<file path="src/rtl/read_buf_stream_adapter.sv">
// Show-ahead FIFO read port to registered valid/ready stream, 2-entry skid buffer.
// Latency: a popped word appears on out_data the next cycle when main is free or draining.
// Backpressure: pop depends only on held count, never on out_ready; full (cnt==2) stops popping.
// Optional statistics counters: define READ_BUF_STREAM_STAT_EN.
module read_buf_stream_adapter #(
  parameter int DATA_W = 16
) (
  input  logic              clk,
  input  logic              rst,
  output logic              buf_r_req,
  input  logic [DATA_W-1:0] buf_r_data,
  input  logic              buf_empty,
  input  logic              flush,
  output logic              out_valid,
  input  logic              out_ready,
  output logic [DATA_W-1:0] out_data,
  output logic [1:0]        cnt
`ifdef READ_BUF_STREAM_STAT_EN
  ,
  output logic [31:0]       xfer_cnt,
  output logic [31:0]       stall_cnt
`endif
);

  // Held-word count doubles as the state: S0 empty, S1 main only, S2 main+skid.
  typedef enum logic [1:0] {
    S0 = 2'd0,
    S1 = 2'd1,
    S2 = 2'd2
  } state_t;

  state_t            state_q;
  state_t            state_d;
  logic [DATA_W-1:0] main_d;
  logic [DATA_W-1:0] skid_q;
  logic [DATA_W-1:0] skid_d;
  logic              valid_d;
  logic              pop;
  logic              xfer;

  // Reset gates the pop combinationally so nothing leaves upstream while we are cleared.
  assign pop       = ~buf_empty & (state_q != S2) & ~flush & ~rst;
  assign buf_r_req = pop;
  assign xfer      = out_valid & out_ready;
  assign cnt       = state_q;

  // Next-state and next-data selection for the main/skid pair.
  always_comb begin
    state_d = state_q;
    main_d  = out_data;
    skid_d  = skid_q;
    case (state_q)
      S0: begin
        if (pop) begin
          main_d  = buf_r_data;
          state_d = S1;
        end
      end
      S1: begin
        if (pop && xfer) begin
          main_d = buf_r_data;
        end else if (pop) begin
          skid_d  = buf_r_data;
          state_d = S2;
        end else if (xfer) begin
          state_d = S0;
        end
      end
      S2: begin
        if (xfer) begin
          main_d  = skid_q;
          state_d = S1;
        end
      end
      default: state_d = S0;
    endcase
    // Flush drops both entries; out_data simply keeps its last value.
    if (flush) begin
      state_d = S0;
      main_d  = out_data;
      skid_d  = skid_q;
    end
    valid_d = (state_d != S0);
  end

  // State, output and skid registers.
  always_ff @(posedge clk or posedge rst) begin
    if (rst) begin
      state_q   <= S0;
      out_data  <= '0;
      out_valid <= 1'b0;
      skid_q    <= '0;
    end else begin
      state_q   <= state_d;
      out_data  <= main_d;
      out_valid <= valid_d;
      skid_q    <= skid_d;
    end
  end

`ifdef READ_BUF_STREAM_STAT_EN
  // Transfer and stall counters; flush restarts both, wrap naturally at 2^32.
  always_ff @(posedge clk or posedge rst) begin
    if (rst) begin
      xfer_cnt  <= '0;
      stall_cnt <= '0;
    end else if (flush) begin
      xfer_cnt  <= '0;
      stall_cnt <= '0;
    end else begin
      if (xfer) xfer_cnt <= xfer_cnt + 32'd1;
      if (out_valid && !out_ready) stall_cnt <= stall_cnt + 32'd1;
    end
  end
`endif

endmodule

</file>
<file path="config.mk">
export PLATFORM = sky130hd
export DESIGN_NAME = read_buf_stream_adapter
export DESIGN_NICKNAME = d
export VERILOG_FILES = /design/src/rtl/read_buf_stream_adapter.sv
export SDC_FILE = /design/constraint.sdc
export NUM_CORES = 1
export LEC_CHECK = 0
export ABC_AREA = 0
export CAP_MARGIN = 20
export CELL_PAD_IN_SITES_DETAIL_PLACEMENT = 0
export CELL_PAD_IN_SITES_GLOBAL_PLACEMENT = 1
export CORE_ASPECT_RATIO = 0.75
export CORE_UTILIZATION = 36
export DETAILED_ROUTE_END_ITERATION = 10
export GPL_ROUTABILITY_DRIVEN = 0
export PLACE_DENSITY_LB_ADDON = 0.12
export SYNTH_ARGS = -nofsm -noshare
export SYNTH_HDL_FRONTEND = slang
export SYNTH_SLANG_ARGS = --single-unit
export TNS_END_PERCENT = 10
</file>
<file path="constraint.sdc">
create_clock -name clk -period 2.7 [get_ports clk]
set_input_delay 0.54 -clock clk [delete_from_list [all_inputs] [get_ports clk]]
set_output_delay 0.54 -clock clk [all_outputs]
set_load 0.01 [all_outputs]
</file>
## After elaboration in Yosys (flattened, before gate mapping)

Index checks and enable logic that the tools add are counted.

- Flip-flop bits (word level): 35
- Output and inout bits: 20
- Word-level logic and storage cells: 35

- Eq/ne operators: 6
- Mux-type cells: 11
- Reductions and logical operators: 6
- Bitwise gates (word level): 8

Operators by type and width:

| kind | count |
|---|---|
| $mux 16 | 3 |
| $pmux 16 s3 | 1 |
| $mux 2 | 6 |
| $ne 2x2->1 const B | 4 |
| $pmux 2 s3 | 1 |
| $reduce_and 5->1 | 1 |
| $and 1x1->1 | 4 |
| $not 1->1 | 4 |
| $reduce_and 4->1 | 1 |
| $reduce_bool 3->1 | 1 |
| $eq 2x1->1 const B | 1 |
| $eq 2x2->1 const B | 1 |
| $logic_not 2->1 | 1 |
| $reduce_bool 2->1 | 1 |
| $logic_and 1x1->1 | 1 |

## Logic depth before layout (Yosys ltp)

Gate-level depths: netlist (run 1).

- Word-level depth: 9
- Mapped depth: 5
- Gate-level depth less buffers: 3

## Least setup slack after synthesis (run 1)

Ideal clock, no wire load.

- Path kind: input -> register
- From: in buf_empty
- To: reg out_data[0]
- Stages on the path: 4
- Buffers on the path: 1
- Data arrival time: 1.782 ns
- Path slack: 0.793 ns
- Cell sequence: or4_4 o32ai_4 buf_12 mux2_4

- Word-level cells in the longest chain between the ends: 7

Ends and longest elaborated chain:

| what | line | RTL |
|---|---|---|
| start: declaration | 12 | `input logic buf_empty,` |
| $not 1->1 (*) | 42 | `assign pop = ~buf_empty & (state_q != S2) & ~flush & ~rst;` |
| $and 1x1->1 (*) (3 in series) | 42 |  |
| $logic_and 1x1->1 | 60 | `if (pop && xfer) begin` |
| $ne 2x2->1 (no source line) | n/a |  |
| $reduce_and 5->1 (no source line) (*) | n/a |  |
| end signal: assignment | 95 | `out_data <= main_d;` |
| end: declaration | 16 | `output logic [DATA_W-1:0] out_data,` |

Every way passes the cells marked *; elsewhere a longest branch is shown, timed or not.
A chain may end at the register's enable or synchronous reset.

## Worst setup path after layout (run 1)

- From: in buf_empty
- To: out buf_r_req

- Word-level cells in the longest chain between the ends: 4

Ends and longest elaborated chain:

| what | line | RTL |
|---|---|---|
| $not 1->1 | 42 |  |
| $and 1x1->1 (3 in series) | 42 |  |
| end: declaration | 10 | `output logic buf_r_req,` |

Every way passes these cells.

==> run metrics, run 1 <==
commonest cells in the netlist mux2_2, dfrtp_1, mux2_4; number of synthesized flops with an enable pin 0; Inst Count DP 201; Post-Syn Area 1620 um^2; Pint 1.15 mW; crit-path cells clkdlybuf4s50_1, nor4_1, clkdlybuf4s50_1; Post-CTS Resized 0; max-slew violations 0; Worst Setup Path Type in -> out; Hold Buf Count CTS 0; syn nets 125; dominant cell type by area after synthesis dfrtp_1; Final nets 174; Compound-Gate Fraction of Synth Area 4.71%; Detailed Place HPWL 2230 um; worst-path maximum fanout 4; min-delay worst type reg -> reg; CTS Buf Count 5; mux cell area share after synthesis 35.6%; Startpoint Class input port; LEAKAGE 0.932 nW; Max Clk Rate 404 MHz; Post-DRT Antenna Nets 0; VDD IR max 0.000367 V; CTS tree done; post-synthesis sequential area ratio 54.0%; CTS sink cnt 35; worst hold slack 0.500 ns; Die W 79.5 um; Crit-path slowest cell clkdlybuf4s50_1; root buf cell clkbuf_8; power share of the sequential group 48.1%; vias per cell 4.97; initial core utilization 38.8%; Die ar. 4780 um^2; Post-Synth Simple-Gate Area 3.32%; port bufs 40; FFs w/ async S/R, synth 100%; ranking of synthesized cells by area dfrtp_1, mux2_2, mux2_4; P_sw 0.396 mW; DRT iter0 DRCs 35; Sum Neg Setup Slack 0 ns; Worst slew margin 65.6%; area share of fa/ha/maj cells after synthesis 0%; first-pass GRT wire length 5550 um; H-tree Lvls 2; worst path arrival time 1.93 ns; clock power share 23.5%; clock slew at reported path FFs 0.07 ns; GRT Resource Usage Total 16.2%; drt pass-1 iters 4; Synth cell types 21; Post-Route WL 3270 um; final setup violation count 0; n_diodes 0; initial antenna violation count 0; postcts setup bufs 0; core footprint 4180 um^2; largest family of logic cells by synthesized area multiplexers; Clock Skew 0.00270 ns; Worst Max-Slew Pin Slew 0.516 ns; largest net degree at the start of global routing 25; io pins 41; Top FF cell, synth dfrtp_1; fin cells 209; Skew-Pair Late Insertion Delay 0.29 ns; sw frac 25.6%; XOR/XNOR share of the synthesized area 0%; RSZ-0062 raised after global routing no; die height 60.1 um; Final Cycle Share 91.6%; most frequent cell after synthesis mux2_2; Max-Cap Viols 0; Req. time, crit path 2.16 ns; CTS max path bufs 2; syn avg cell area 15.6 um^2; Filler cells 347; GR Overflow Total 0; share of the synthesized area in the top cell type 54.0%; status finished clean; vias in the first global route 1130; layout cell share with drive strength beyond 1 40.9%; cell mode on critical path clkdlybuf4s50_1; CP Capture Type output port; Hold Fails Final Rpt 0; Synth Register Bits 35; Tmin final 2.47 ns; Gate power share 28.5%; via count 1038; gate count of the mapped netlist 104; slowest stage delay, CP 0.59 ns; Yosys warning total 0; Area growth, synth to finish 36.2%; FP Rows 20; Residual DRC 0; power per standard cell area 700 nW/um^2; WL/cell 15.6 um
logic make-up after synthesis:
| family | Yosys count |
|---|---|
| AOI/OAI and AO/OA | 7 |
| buffers and inverters | 5 |
| DFF | 35 |
| muxes | 48 |
| and+or+nand+nor | 9 |
metrics by stage:
stage,util (%),total power [mW],instance area (um^2),setup WS [ns]
3_3_place_gp,50.9,1.18,2130,0.312
2_1_floorplan,-,0.970,1620,0.793
4_1_cts,52.8,1.57,2210,0.205
5_1_grt,52.8,1.64,2210,0.114
6_report,52.8,1.55,2210,0.227
3_5_place_dp,50.9,1.20,2130,0.216
layout make-up:
class                   instances  area (um^2)  share of cell area [%]
well taps                      55         68.8                    3.12
inverters                       1         3.75                   0.170
multi-input cells              64          708                    32.1
repair buffers                 46          470                    21.3
clock buffers                   7         76.3                    3.46
clock inverters                 1         5.00                   0.227
flip-flops and latches         35          876                    39.7
flip-flops by register name, summed over array words and instances, names as in the netlist:
register,flops
out_data,16
skid_q,16
cnt,2
out_valid,1
critical path, delay by kind of cell:
family                 cells  cell delay, ns
buffers and inverters      2            1.06
and+or+nand+nor            1            0.33
placed cells by master (no fill, tap or decap), drive strengths merged, types with 2 or more instances in the layout:
cell type      instances
dfrtp                 35
nor4                   2
clkbuf                 7
nand2                  2
mux2                  48
buf                    6
clkdlybuf4s50         40
path summary, 6_finish.rpt:
path | start | endpoint | slack (ns) | depth (start not counted)
max in group asynchronous | rst | out_data[7]$_DFFE_PP0P_ | 1.48 | 3
min in group asynchronous | rst | out_data[10]$_DFFE_PP0P_ | 0.71 | 2
min reg2reg | skid_q[13]$_DFFE_PP0P_ | skid_q[13]$_DFFE_PP0P_ | 0.50 | 1
max | buf_empty | buf_r_req | 0.23 | 3
min | skid_q[13]$_DFFE_PP0P_ | skid_q[13]$_DFFE_PP0P_ | 0.50 | 1
max reg2reg | cnt[1]$_DFF_PP0_ | out_data[5]$_DFFE_PP0P_ | 0.82 | 4
power groups by stage:
stage	Combinational (mW)	Clock (mW)	Sequential, mW
final	0.440	0.363	0.744
after global routing	0.470	0.405	0.763
after CTS	0.447	0.376	0.745
after detailed placement	0.444	0	0.753
after global placement	0.435	0	0.744
after floorplan	0.200	0	0.770
routing by layer:
layer / up-vias / part of all wire (%) / routed length (um) / GRT usage [%]
met5: - / 0 / 0 / 0
met4: 0 / 1.7 / 55 / 6.23
met3: 7 / 6.9 / 227 / 6.72
met2: 31 / 44 / 1430 / 25.3
met1: 524 / 48 / 1560 / 20.1
li1: 476 / - / - / -
(Power assumes the default switching activity.)
==> run 2: changes to the inputs <==
- HOLD_SLACK_MARGIN: not set -> 0.06
==> results of run 2 <==
No change in the layout: final DEF, timing and power equal those of run 1.
